==> src/rtl/pipe_pkg.sv <==
// Shared constants, ALUOp encodings and reset values for the ID/EX pipeline slice.
package pipe_pkg;

    localparam int XLEN    = 32;
    localparam int REG_AW  = 5;
    localparam int ALUOP_W = 5;

    typedef enum logic [ALUOP_W-1:0] {
        ALU_ADD  = 5'd0,
        ALU_SUB  = 5'd1,
        ALU_AND  = 5'd2,
        ALU_OR   = 5'd3,
        ALU_XOR  = 5'd4,
        ALU_SLL  = 5'd5,
        ALU_SRL  = 5'd6,
        ALU_SRA  = 5'd7,
        ALU_SLT  = 5'd8,
        ALU_SLTU = 5'd9
    } aluOp_e;

    localparam logic [XLEN-1:0]    DATA_RST  = '0;
    localparam logic [REG_AW-1:0]  REG_RST   = '0;
    localparam logic [ALUOP_W-1:0] ALUOP_RST = ALU_ADD;
    localparam logic [31:0]        CNT_RST   = '0;

endpackage

==> src/rtl/id_ex_pipe_reg_if.sv <==
// ID-side inputs and EX-side outputs of the ID/EX register, grouped as one bundle.
interface id_ex_pipe_reg_if;
    import pipe_pkg::*;

    logic                id_valid, id_RegWrite, id_MemtoReg, id_MemWrite;
    logic                id_MemRead, id_Branch, id_ALUSrc;
    logic [ALUOP_W-1:0]  id_ALUOp;
    logic [XLEN-1:0]     id_pc, id_rs1_data, id_rs2_data, id_imm;
    logic [REG_AW-1:0]   id_rs1, id_rs2, id_rd;
    logic [2:0]          id_funct3;

    logic                ex_valid, ex_RegWrite, ex_MemtoReg, ex_MemWrite;
    logic                ex_MemRead, ex_Branch, ex_ALUSrc;
    logic [ALUOP_W-1:0]  ex_ALUOp;
    logic [XLEN-1:0]     ex_pc, ex_rs1_data, ex_rs2_data, ex_imm;
    logic [REG_AW-1:0]   ex_rs1, ex_rs2, ex_rd;
    logic [2:0]          ex_funct3;

    logic                ctrl_select, load_use_stall;
    logic [31:0]         bubble_cnt, flush_cnt;

    modport master (
        output id_valid, id_RegWrite, id_MemtoReg, id_MemWrite, id_MemRead,
               id_Branch, id_ALUSrc, id_ALUOp, id_pc, id_rs1_data, id_rs2_data,
               id_imm, id_rs1, id_rs2, id_rd, id_funct3,
        input  ex_valid, ex_RegWrite, ex_MemtoReg, ex_MemWrite, ex_MemRead,
               ex_Branch, ex_ALUSrc, ex_ALUOp, ex_pc, ex_rs1_data, ex_rs2_data,
               ex_imm, ex_rs1, ex_rs2, ex_rd, ex_funct3,
               ctrl_select, load_use_stall, bubble_cnt, flush_cnt
    );

    modport slave (
        input  id_valid, id_RegWrite, id_MemtoReg, id_MemWrite, id_MemRead,
               id_Branch, id_ALUSrc, id_ALUOp, id_pc, id_rs1_data, id_rs2_data,
               id_imm, id_rs1, id_rs2, id_rd, id_funct3,
        output ex_valid, ex_RegWrite, ex_MemtoReg, ex_MemWrite, ex_MemRead,
               ex_Branch, ex_ALUSrc, ex_ALUOp, ex_pc, ex_rs1_data, ex_rs2_data,
               ex_imm, ex_rs1, ex_rs2, ex_rd, ex_funct3,
               ctrl_select, load_use_stall, bubble_cnt, flush_cnt
    );

endinterface

==> src/rtl/hazard_detect.sv <==
// Load-use compare between the load sitting in EX and the sources of the ID instruction.
module hazard_detect
    import pipe_pkg::*;
(
    input  logic              exValid,
    input  logic              exMemRead,
    input  logic [REG_AW-1:0] exRd,
    input  logic              idValid,
    input  logic [REG_AW-1:0] idRs1,
    input  logic [REG_AW-1:0] idRs2,
    input  logic              flush,
    output logic              loadUseStall
);

    // x0 is hardwired zero, so a load targeting it can never feed a consumer
    assign loadUseStall = exValid & exMemRead & (exRd != '0)
                        & ((exRd == idRs1) | (exRd == idRs2))
                        & idValid & ~flush;

endmodule

==> src/rtl/id_ex_pipe_reg.sv <==
// ID/EX pipeline register with hold/flush/load-use bubble priority.
// Define ID_EX_PERF_CNT_EN to build the bubble/flush performance counters.
module id_ex_pipe_reg
    import pipe_pkg::*;
(
    input  logic clk,
    input  logic rstn,
    input  logic hold,
    input  logic flush,
    id_ex_pipe_reg_if.slave pif
);

    logic loadUseStall;

    hazard_detect uHazard (
        .exValid      (pif.ex_valid),
        .exMemRead    (pif.ex_MemRead),
        .exRd         (pif.ex_rd),
        .idValid      (pif.id_valid),
        .idRs1        (pif.id_rs1),
        .idRs2        (pif.id_rs2),
        .flush        (flush),
        .loadUseStall (loadUseStall)
    );

    assign pif.load_use_stall = loadUseStall;
    assign pif.ctrl_select    = ~loadUseStall;

    always_ff @(posedge clk or negedge rstn) begin
        if (!rstn) begin
            pif.ex_valid    <= 1'b0;
            pif.ex_RegWrite <= 1'b0;
            pif.ex_MemtoReg <= 1'b0;
            pif.ex_MemWrite <= 1'b0;
            pif.ex_MemRead  <= 1'b0;
            pif.ex_Branch   <= 1'b0;
            pif.ex_ALUSrc   <= 1'b0;
            pif.ex_ALUOp    <= ALUOP_RST;
            pif.ex_pc       <= DATA_RST;
            pif.ex_rs1_data <= DATA_RST;
            pif.ex_rs2_data <= DATA_RST;
            pif.ex_imm      <= DATA_RST;
            pif.ex_rs1      <= REG_RST;
            pif.ex_rs2      <= REG_RST;
            pif.ex_rd       <= REG_RST;
            pif.ex_funct3   <= 3'd0;
        end else if (hold) begin
            pif.ex_valid    <= pif.ex_valid;
        end else if (flush) begin
            pif.ex_valid    <= 1'b0;
            pif.ex_RegWrite <= 1'b0;
            pif.ex_MemtoReg <= 1'b0;
            pif.ex_MemWrite <= 1'b0;
            pif.ex_MemRead  <= 1'b0;
            pif.ex_Branch   <= 1'b0;
            pif.ex_ALUSrc   <= 1'b0;
            pif.ex_ALUOp    <= ALUOP_RST;
            pif.ex_pc       <= DATA_RST;
            pif.ex_rs1_data <= DATA_RST;
            pif.ex_rs2_data <= DATA_RST;
            pif.ex_imm      <= DATA_RST;
            pif.ex_rs1      <= REG_RST;
            pif.ex_rs2      <= REG_RST;
            pif.ex_rd       <= REG_RST;
            pif.ex_funct3   <= 3'd0;
        end else begin
            // Controls arrive zeroed from the bubble mux on a stall; gating here
            // keeps the bubble clean even if that mux path ever lags.
            pif.ex_valid    <= pif.id_valid    & ~loadUseStall;
            pif.ex_RegWrite <= pif.id_RegWrite & ~loadUseStall;
            pif.ex_MemtoReg <= pif.id_MemtoReg & ~loadUseStall;
            pif.ex_MemWrite <= pif.id_MemWrite & ~loadUseStall;
            pif.ex_MemRead  <= pif.id_MemRead  & ~loadUseStall;
            pif.ex_Branch   <= pif.id_Branch   & ~loadUseStall;
            pif.ex_ALUSrc   <= pif.id_ALUSrc   & ~loadUseStall;
            pif.ex_ALUOp    <= loadUseStall ? ALUOP_RST : pif.id_ALUOp;
            pif.ex_pc       <= pif.id_pc;
            pif.ex_rs1_data <= pif.id_rs1_data;
            pif.ex_rs2_data <= pif.id_rs2_data;
            pif.ex_imm      <= pif.id_imm;
            pif.ex_rs1      <= pif.id_rs1;
            pif.ex_rs2      <= pif.id_rs2;
            pif.ex_rd       <= pif.id_rd;
            pif.ex_funct3   <= pif.id_funct3;
        end
    end

`ifdef ID_EX_PERF_CNT_EN
    logic [31:0] bubbleCnt;
    logic [31:0] flushCnt;

    always_ff @(posedge clk or negedge rstn) begin
        if (!rstn) begin
            bubbleCnt <= CNT_RST;
            flushCnt  <= CNT_RST;
        end else if (!hold) begin
            if (flush)
                flushCnt <= flushCnt + 32'd1;
            else if (loadUseStall)
                bubbleCnt <= bubbleCnt + 32'd1;
        end
    end

    assign pif.bubble_cnt = bubbleCnt;
    assign pif.flush_cnt  = flushCnt;
`else
    assign pif.bubble_cnt = CNT_RST;
    assign pif.flush_cnt  = CNT_RST;
`endif

endmodule
==> src/flat_wrapper.sv <==
// flat-port wrapper written by rule: the top's interface ports become plain ports
module id_ex_pipe_reg_flat import pipe_pkg::*;
  (clk, rstn, hold, flush, pif_id_valid, pif_id_RegWrite, pif_id_MemtoReg, pif_id_MemWrite, pif_id_MemRead, pif_id_Branch, pif_id_ALUSrc, pif_id_ALUOp, pif_id_pc, pif_id_rs1_data, pif_id_rs2_data, pif_id_imm, pif_id_rs1, pif_id_rs2, pif_id_rd, pif_id_funct3, pif_ex_valid, pif_ex_RegWrite, pif_ex_MemtoReg, pif_ex_MemWrite, pif_ex_MemRead, pif_ex_Branch, pif_ex_ALUSrc, pif_ex_ALUOp, pif_ex_pc, pif_ex_rs1_data, pif_ex_rs2_data, pif_ex_imm, pif_ex_rs1, pif_ex_rs2, pif_ex_rd, pif_ex_funct3, pif_ctrl_select, pif_load_use_stall, pif_bubble_cnt, pif_flush_cnt);
  id_ex_pipe_reg_if pif_i ();
  input  logic clk;
  input  logic rstn;
  input  logic hold;
  input  logic flush;
  input wire logic [$bits(pif_i.id_valid)-1:0] pif_id_valid;
  input wire logic [$bits(pif_i.id_RegWrite)-1:0] pif_id_RegWrite;
  input wire logic [$bits(pif_i.id_MemtoReg)-1:0] pif_id_MemtoReg;
  input wire logic [$bits(pif_i.id_MemWrite)-1:0] pif_id_MemWrite;
  input wire logic [$bits(pif_i.id_MemRead)-1:0] pif_id_MemRead;
  input wire logic [$bits(pif_i.id_Branch)-1:0] pif_id_Branch;
  input wire logic [$bits(pif_i.id_ALUSrc)-1:0] pif_id_ALUSrc;
  input wire logic [$bits(pif_i.id_ALUOp)-1:0] pif_id_ALUOp;
  input wire logic [$bits(pif_i.id_pc)-1:0] pif_id_pc;
  input wire logic [$bits(pif_i.id_rs1_data)-1:0] pif_id_rs1_data;
  input wire logic [$bits(pif_i.id_rs2_data)-1:0] pif_id_rs2_data;
  input wire logic [$bits(pif_i.id_imm)-1:0] pif_id_imm;
  input wire logic [$bits(pif_i.id_rs1)-1:0] pif_id_rs1;
  input wire logic [$bits(pif_i.id_rs2)-1:0] pif_id_rs2;
  input wire logic [$bits(pif_i.id_rd)-1:0] pif_id_rd;
  input wire logic [$bits(pif_i.id_funct3)-1:0] pif_id_funct3;
  output wire logic [$bits(pif_i.ex_valid)-1:0] pif_ex_valid;
  output wire logic [$bits(pif_i.ex_RegWrite)-1:0] pif_ex_RegWrite;
  output wire logic [$bits(pif_i.ex_MemtoReg)-1:0] pif_ex_MemtoReg;
  output wire logic [$bits(pif_i.ex_MemWrite)-1:0] pif_ex_MemWrite;
  output wire logic [$bits(pif_i.ex_MemRead)-1:0] pif_ex_MemRead;
  output wire logic [$bits(pif_i.ex_Branch)-1:0] pif_ex_Branch;
  output wire logic [$bits(pif_i.ex_ALUSrc)-1:0] pif_ex_ALUSrc;
  output wire logic [$bits(pif_i.ex_ALUOp)-1:0] pif_ex_ALUOp;
  output wire logic [$bits(pif_i.ex_pc)-1:0] pif_ex_pc;
  output wire logic [$bits(pif_i.ex_rs1_data)-1:0] pif_ex_rs1_data;
  output wire logic [$bits(pif_i.ex_rs2_data)-1:0] pif_ex_rs2_data;
  output wire logic [$bits(pif_i.ex_imm)-1:0] pif_ex_imm;
  output wire logic [$bits(pif_i.ex_rs1)-1:0] pif_ex_rs1;
  output wire logic [$bits(pif_i.ex_rs2)-1:0] pif_ex_rs2;
  output wire logic [$bits(pif_i.ex_rd)-1:0] pif_ex_rd;
  output wire logic [$bits(pif_i.ex_funct3)-1:0] pif_ex_funct3;
  output wire logic [$bits(pif_i.ctrl_select)-1:0] pif_ctrl_select;
  output wire logic [$bits(pif_i.load_use_stall)-1:0] pif_load_use_stall;
  output wire logic [$bits(pif_i.bubble_cnt)-1:0] pif_bubble_cnt;
  output wire logic [$bits(pif_i.flush_cnt)-1:0] pif_flush_cnt;
  assign pif_i.id_valid = pif_id_valid;
  assign pif_i.id_RegWrite = pif_id_RegWrite;
  assign pif_i.id_MemtoReg = pif_id_MemtoReg;
  assign pif_i.id_MemWrite = pif_id_MemWrite;
  assign pif_i.id_MemRead = pif_id_MemRead;
  assign pif_i.id_Branch = pif_id_Branch;
  assign pif_i.id_ALUSrc = pif_id_ALUSrc;
  assign pif_i.id_ALUOp = pif_id_ALUOp;
  assign pif_i.id_pc = pif_id_pc;
  assign pif_i.id_rs1_data = pif_id_rs1_data;
  assign pif_i.id_rs2_data = pif_id_rs2_data;
  assign pif_i.id_imm = pif_id_imm;
  assign pif_i.id_rs1 = pif_id_rs1;
  assign pif_i.id_rs2 = pif_id_rs2;
  assign pif_i.id_rd = pif_id_rd;
  assign pif_i.id_funct3 = pif_id_funct3;
  assign pif_ex_valid = pif_i.ex_valid;
  assign pif_ex_RegWrite = pif_i.ex_RegWrite;
  assign pif_ex_MemtoReg = pif_i.ex_MemtoReg;
  assign pif_ex_MemWrite = pif_i.ex_MemWrite;
  assign pif_ex_MemRead = pif_i.ex_MemRead;
  assign pif_ex_Branch = pif_i.ex_Branch;
  assign pif_ex_ALUSrc = pif_i.ex_ALUSrc;
  assign pif_ex_ALUOp = pif_i.ex_ALUOp;
  assign pif_ex_pc = pif_i.ex_pc;
  assign pif_ex_rs1_data = pif_i.ex_rs1_data;
  assign pif_ex_rs2_data = pif_i.ex_rs2_data;
  assign pif_ex_imm = pif_i.ex_imm;
  assign pif_ex_rs1 = pif_i.ex_rs1;
  assign pif_ex_rs2 = pif_i.ex_rs2;
  assign pif_ex_rd = pif_i.ex_rd;
  assign pif_ex_funct3 = pif_i.ex_funct3;
  assign pif_ctrl_select = pif_i.ctrl_select;
  assign pif_load_use_stall = pif_i.load_use_stall;
  assign pif_bubble_cnt = pif_i.bubble_cnt;
  assign pif_flush_cnt = pif_i.flush_cnt;
  id_ex_pipe_reg u_core (.clk(clk), .rstn(rstn), .hold(hold), .flush(flush), .pif(pif_i));
endmodule
==> config.mk <==
export PLATFORM = sky130hd
export DESIGN_NAME = id_ex_pipe_reg_flat
export DESIGN_NICKNAME = d
export VERILOG_FILES = /design/src/rtl/pipe_pkg.sv /design/src/rtl/id_ex_pipe_reg_if.sv /design/src/rtl/hazard_detect.sv /design/src/rtl/id_ex_pipe_reg.sv /design/src/flat_wrapper.sv
export SDC_FILE = /design/constraint.sdc
export NUM_CORES = 1
export LEC_CHECK = 0
export BUFFER_PORTS_ARGS = -buffer_cell sky130_fd_sc_hd__buf_2
export CELL_PAD_IN_SITES_DETAIL_PLACEMENT = 0
export CELL_PAD_IN_SITES_GLOBAL_PLACEMENT = 1
export CORE_MARGIN = 3
export CORE_UTILIZATION = 30
export CTS_CLUSTER_DIAMETER = 200
export DETAILED_ROUTE_END_ITERATION = 16
export PLACE_DENSITY_LB_ADDON = 0.1
export SKIP_CTS_REPAIR_TIMING = 1
export SLEW_MARGIN = 20
export SYNTH_ARGS = -nofsm -noshare
export SYNTH_HDL_FRONTEND = slang
export SYNTH_SLANG_ARGS = --single-unit
==> constraint.sdc <==
create_clock -name clk -period 1.5 [get_ports clk]
set_clock_uncertainty 0.1 [all_clocks]
set_input_delay 0 -clock clk [delete_from_list [all_inputs] [get_ports clk]]
set_output_delay 0 -clock clk [all_outputs]
set_load 0.02 [all_outputs]
==> flow_summary_export.csv <==
group,metric,value,unit
sta,hold_ws,-0.0281,ns
global_route,grt_pass1_vias,6052,
power,p_leak,0.00577,uW
place,gp_congestion,0.765,
worst_setup_path,max_stage_delay,0.55,ns
cts,clk_pin_slew_worst_paths,0.07,ns
sta,finalCriticalPeriod,2.08,ns
floorplan,io_pins,386,
synth,yosysTopAreaCell,"dfrtp_1",
global_route,track_usage,15.8,%
cts,cts_max_level,4,
worst_setup_path,cp_cell_sequence,"or4_4 > o21ai_4 > and2b_2 > buf_6",
cts,cts_sinks,158,
sta,fin_ws,-0.580,ns
cts,cts_tree,"yes",
synth,synth_cell_types,28,
synth,synthSimpleGateAreaFrac,22.6,%
global_route,antenna_found_initial,1,
detailed_routing,wl_per_cell,14.4,microns
detailed_routing,drt_pre_antenna_iters,4,
finish,areaGrowthSynthToFinish,56.2,%
floorplan,start_util,30.7,%
global_route,overflow,0,
finish,nets,1438,
cts,cts_root_buf,"clkbuf_16",
worst_setup_path,end_kind,"primary output",
synth,ys.flop_type,"dfrtp_1",
synth,synth_compound_area_share,13.2,%
floorplan,die_x,165,microns
synth,synth_top_family_by_area,"simple AND/OR/NAND/NOR gates",
detailed_routing,drt-total-wl,23200,microns
synth,avgSynthCellArea,9.59,sq um
worst_setup_path,crit_fanout,5,
detailed_routing,dr.first_iter.drc_count,238,
detailed_routing,vias,6709,
synth,yosys.area_share.xor_xnor,1.16,%
global_route,grt_first_pass_wirelength,33500,microns
sta,slew_violations,0,
floorplan,fp.coreArea,0.0245,sq mm
synth,yosys_warnings,0,
global_route,grt_max_degree,81,
synth,synthTopCellsByArea,"dfrtp_1, nand2b_1, o21ai_0",
synth,synth_seq_area_share,52.5,%
synth,ys_seq_elements,158,
sta,hold_viol_final,15,
worst_setup_path,cp-start-kind,"flip-flop",
job,cap_violations,0,
floorplan,dieArea,0.0271,sq mm
finish,post-route-util,48.0,%
finish,drive_gt1_share,33.4,%
worst_hold_path,hold_class,"primary input to flip-flop",
detailed_routing,wl_met3,1770,microns
place,hpwl,16000,microns
sta,setup_viol,14,
cts,clk-insertion-delay-late,0.42,ns
detailed_routing,wl_met1,9870,microns
worst_setup_path,crit_required,1.40,ns
finish,fillers,2424,
run_status,outcome,"finished, violations left",
power,ir_drop,489,uV
worst_setup_path,criticalPathCategory,"flip-flop to primary output",
sta,min_period_over_period,139,%
worst_setup_path,slowest_stage,"or4_4",
power,powerDensity,985,mW/mm^2
worst_setup_path,arrival,1.98,ns
floorplan,die_h,165,microns
run_status,failed_checks,"hold timing, setup timing",
detailed_routing,drc,0,
place,portBuffers,321,
sta,rsz0062_at_grt,"yes",
detailed_routing,routed_via_density,4.16,
synth,synth_edf_count,0,
detailed_routing,top_layer,"met4",
synth,synth_area,0.00754,sq mm
synth,synth_fa_ha_area_share,0,%
sta,max_freq,481,MHz
cts,clockBufferDepth,2,
synth,syn_inst,786,
detailed_routing,wl_met2,11300,microns
detailed_routing,drtAntennaViolNets,0,
floorplan,num_rows,57,
synth,synthArstFlopShare,100,%
synth,muxShareOfSynthArea,0,%
cts,cts_buffers,17,
synth,synth_top_area_share,52.5,%
[worst max-delay path: cells and delay by family (launching register included)]
kind / cells / cell delay, ns
AOI/OAI and AO/OA: 1 / 0.23
buffers and inverters: 1 / 0.13
DFF: 1 / 0.40
and+or+nand+nor: 2 / 0.80
[report_power, final]
part,internal (uW),switching (uW),total (uW)
clock,2290,2010,4310
combinational,1080,1420,2500
sequential,4600,187,4790
[worst paths after layout]
path / start / endpoint / slack [ns] / depth (start not counted)
setup / recovery: u_core.pif.ex_rd[2]$_DFFE_PN0N_ / pif_load_use_stall / -0.58 / 4
hold / removal: flush / u_core.pif.ex_rs2_data[22]$_DFFE_PN0N_ / -0.03 / 3
setup reg to reg: u_core.pif.ex_rd[2]$_DFFE_PN0N_ / u_core.pif.ex_Branch$_DFFE_PN0N_ / -0.27 / 6
hold reg to reg: u_core.pif.ex_rs2_data[7]$_DFFE_PN0N_ / u_core.pif.ex_rs2_data[7]$_DFFE_PN0N_ / 0.38 / 2
max in group asynchronous: rstn / u_core.pif.ex_Branch$_DFFE_PN0N_ / 0.74 / 3
min in group asynchronous: rstn / u_core.pif.ex_rs2_data[25]$_DFFE_PN0N_ / -0.01 / 2
[stage by stage]
stage / instances / power, uW / setup TNS, ns / area [sq um] / setup WS [ns]
2_1_floorplan: 849 / 6210 / -1.53 / 7790 / -0.138
3_3_place_gp: 1406 / 7020 / -2.11 / 9420 / -0.181
3_5_place_dp: 1406 / 7030 / -2.21 / 9420 / -0.184
4_1_cts: 1438 / 11400 / -3.43 / 9990 / -0.656
5_1_grt: 1614 / 12200 / -4.83 / 11800 / -0.638
6_report: 1614 / 11600 / -3.96 / 11800 / -0.580
[sequential cells by signal (all words and copies together), names as in the netlist, 3 cells and up]
register / cells
u_core.pif.ex_rd: 5
u_core.pif.ex_rs2_data: 32
u_core.pif.ex_ALUOp: 5
u_core.pif.ex_rs1_data: 32
u_core.pif.ex_rs1: 5
u_core.pif.ex_funct3: 3
u_core.pif.ex_imm: 32
u_core.pif.ex_rs2: 5
u_core.pif.ex_pc: 32
[layout by cell type, fill, tap and decap left out, types with 2 or more instances in the layout]
cell	instances
buf_2	316
dlygate4sd3_1	172
dfrtp_1	155
nand2_1	149
nand2b_1	146
o21ai_0	146
conb_1	64
buf_4	24
clkbuf_16	17
buf_12	12
or3b_2	11
nor3b_1	11
a22oi_2	10
o21ai_2	10
xnor2_1	9
inv_6	6
inv_8	4
buf_6	4
clkbuf_8	3
dfrtp_2	3
nand3_1	2
o21ai_1	2
clkinv_4	2
[Yosys cell counts, types with 3 or more instances]
library cell,n
dfrtp_1,158
or3b_2,11
xnor2_1,10
a22oi_2,10
o21ai_0,147
buf_4,66
nor3b_1,11
o21ai_2,10
nand2b_1,146
clkbuf_1,47
nand2_1,149
clkbuf_8,3
[layout make-up]
cell class	instances	area (sq um)	area share, %
sequential	158	3960	33.6
timing repair buffer	529	3780	32.1
multi-input combinational	570	3050	25.9
clock buffer	19	453	3.85
tap	324	405	3.44
clock inverter	13	120	1.02
antenna	1	2.50	0.0213
[routing by layer]
layer	track usage [%]	up-vias
met5	0	-
met4	3.96	0
met3	5.99	13
met2	25.3	217
met1	20.2	3082
li1	-	3397
[cells by family (layout without fill, tap and decap cells)]
group,count (synthesis),count (layout)
simple gates,324,324
flops,158,158
compound gates,172,172
other cells,1,65
xor+xnor,10,10
buf+inv,121,561
Power figures use the tool's default switching activity.
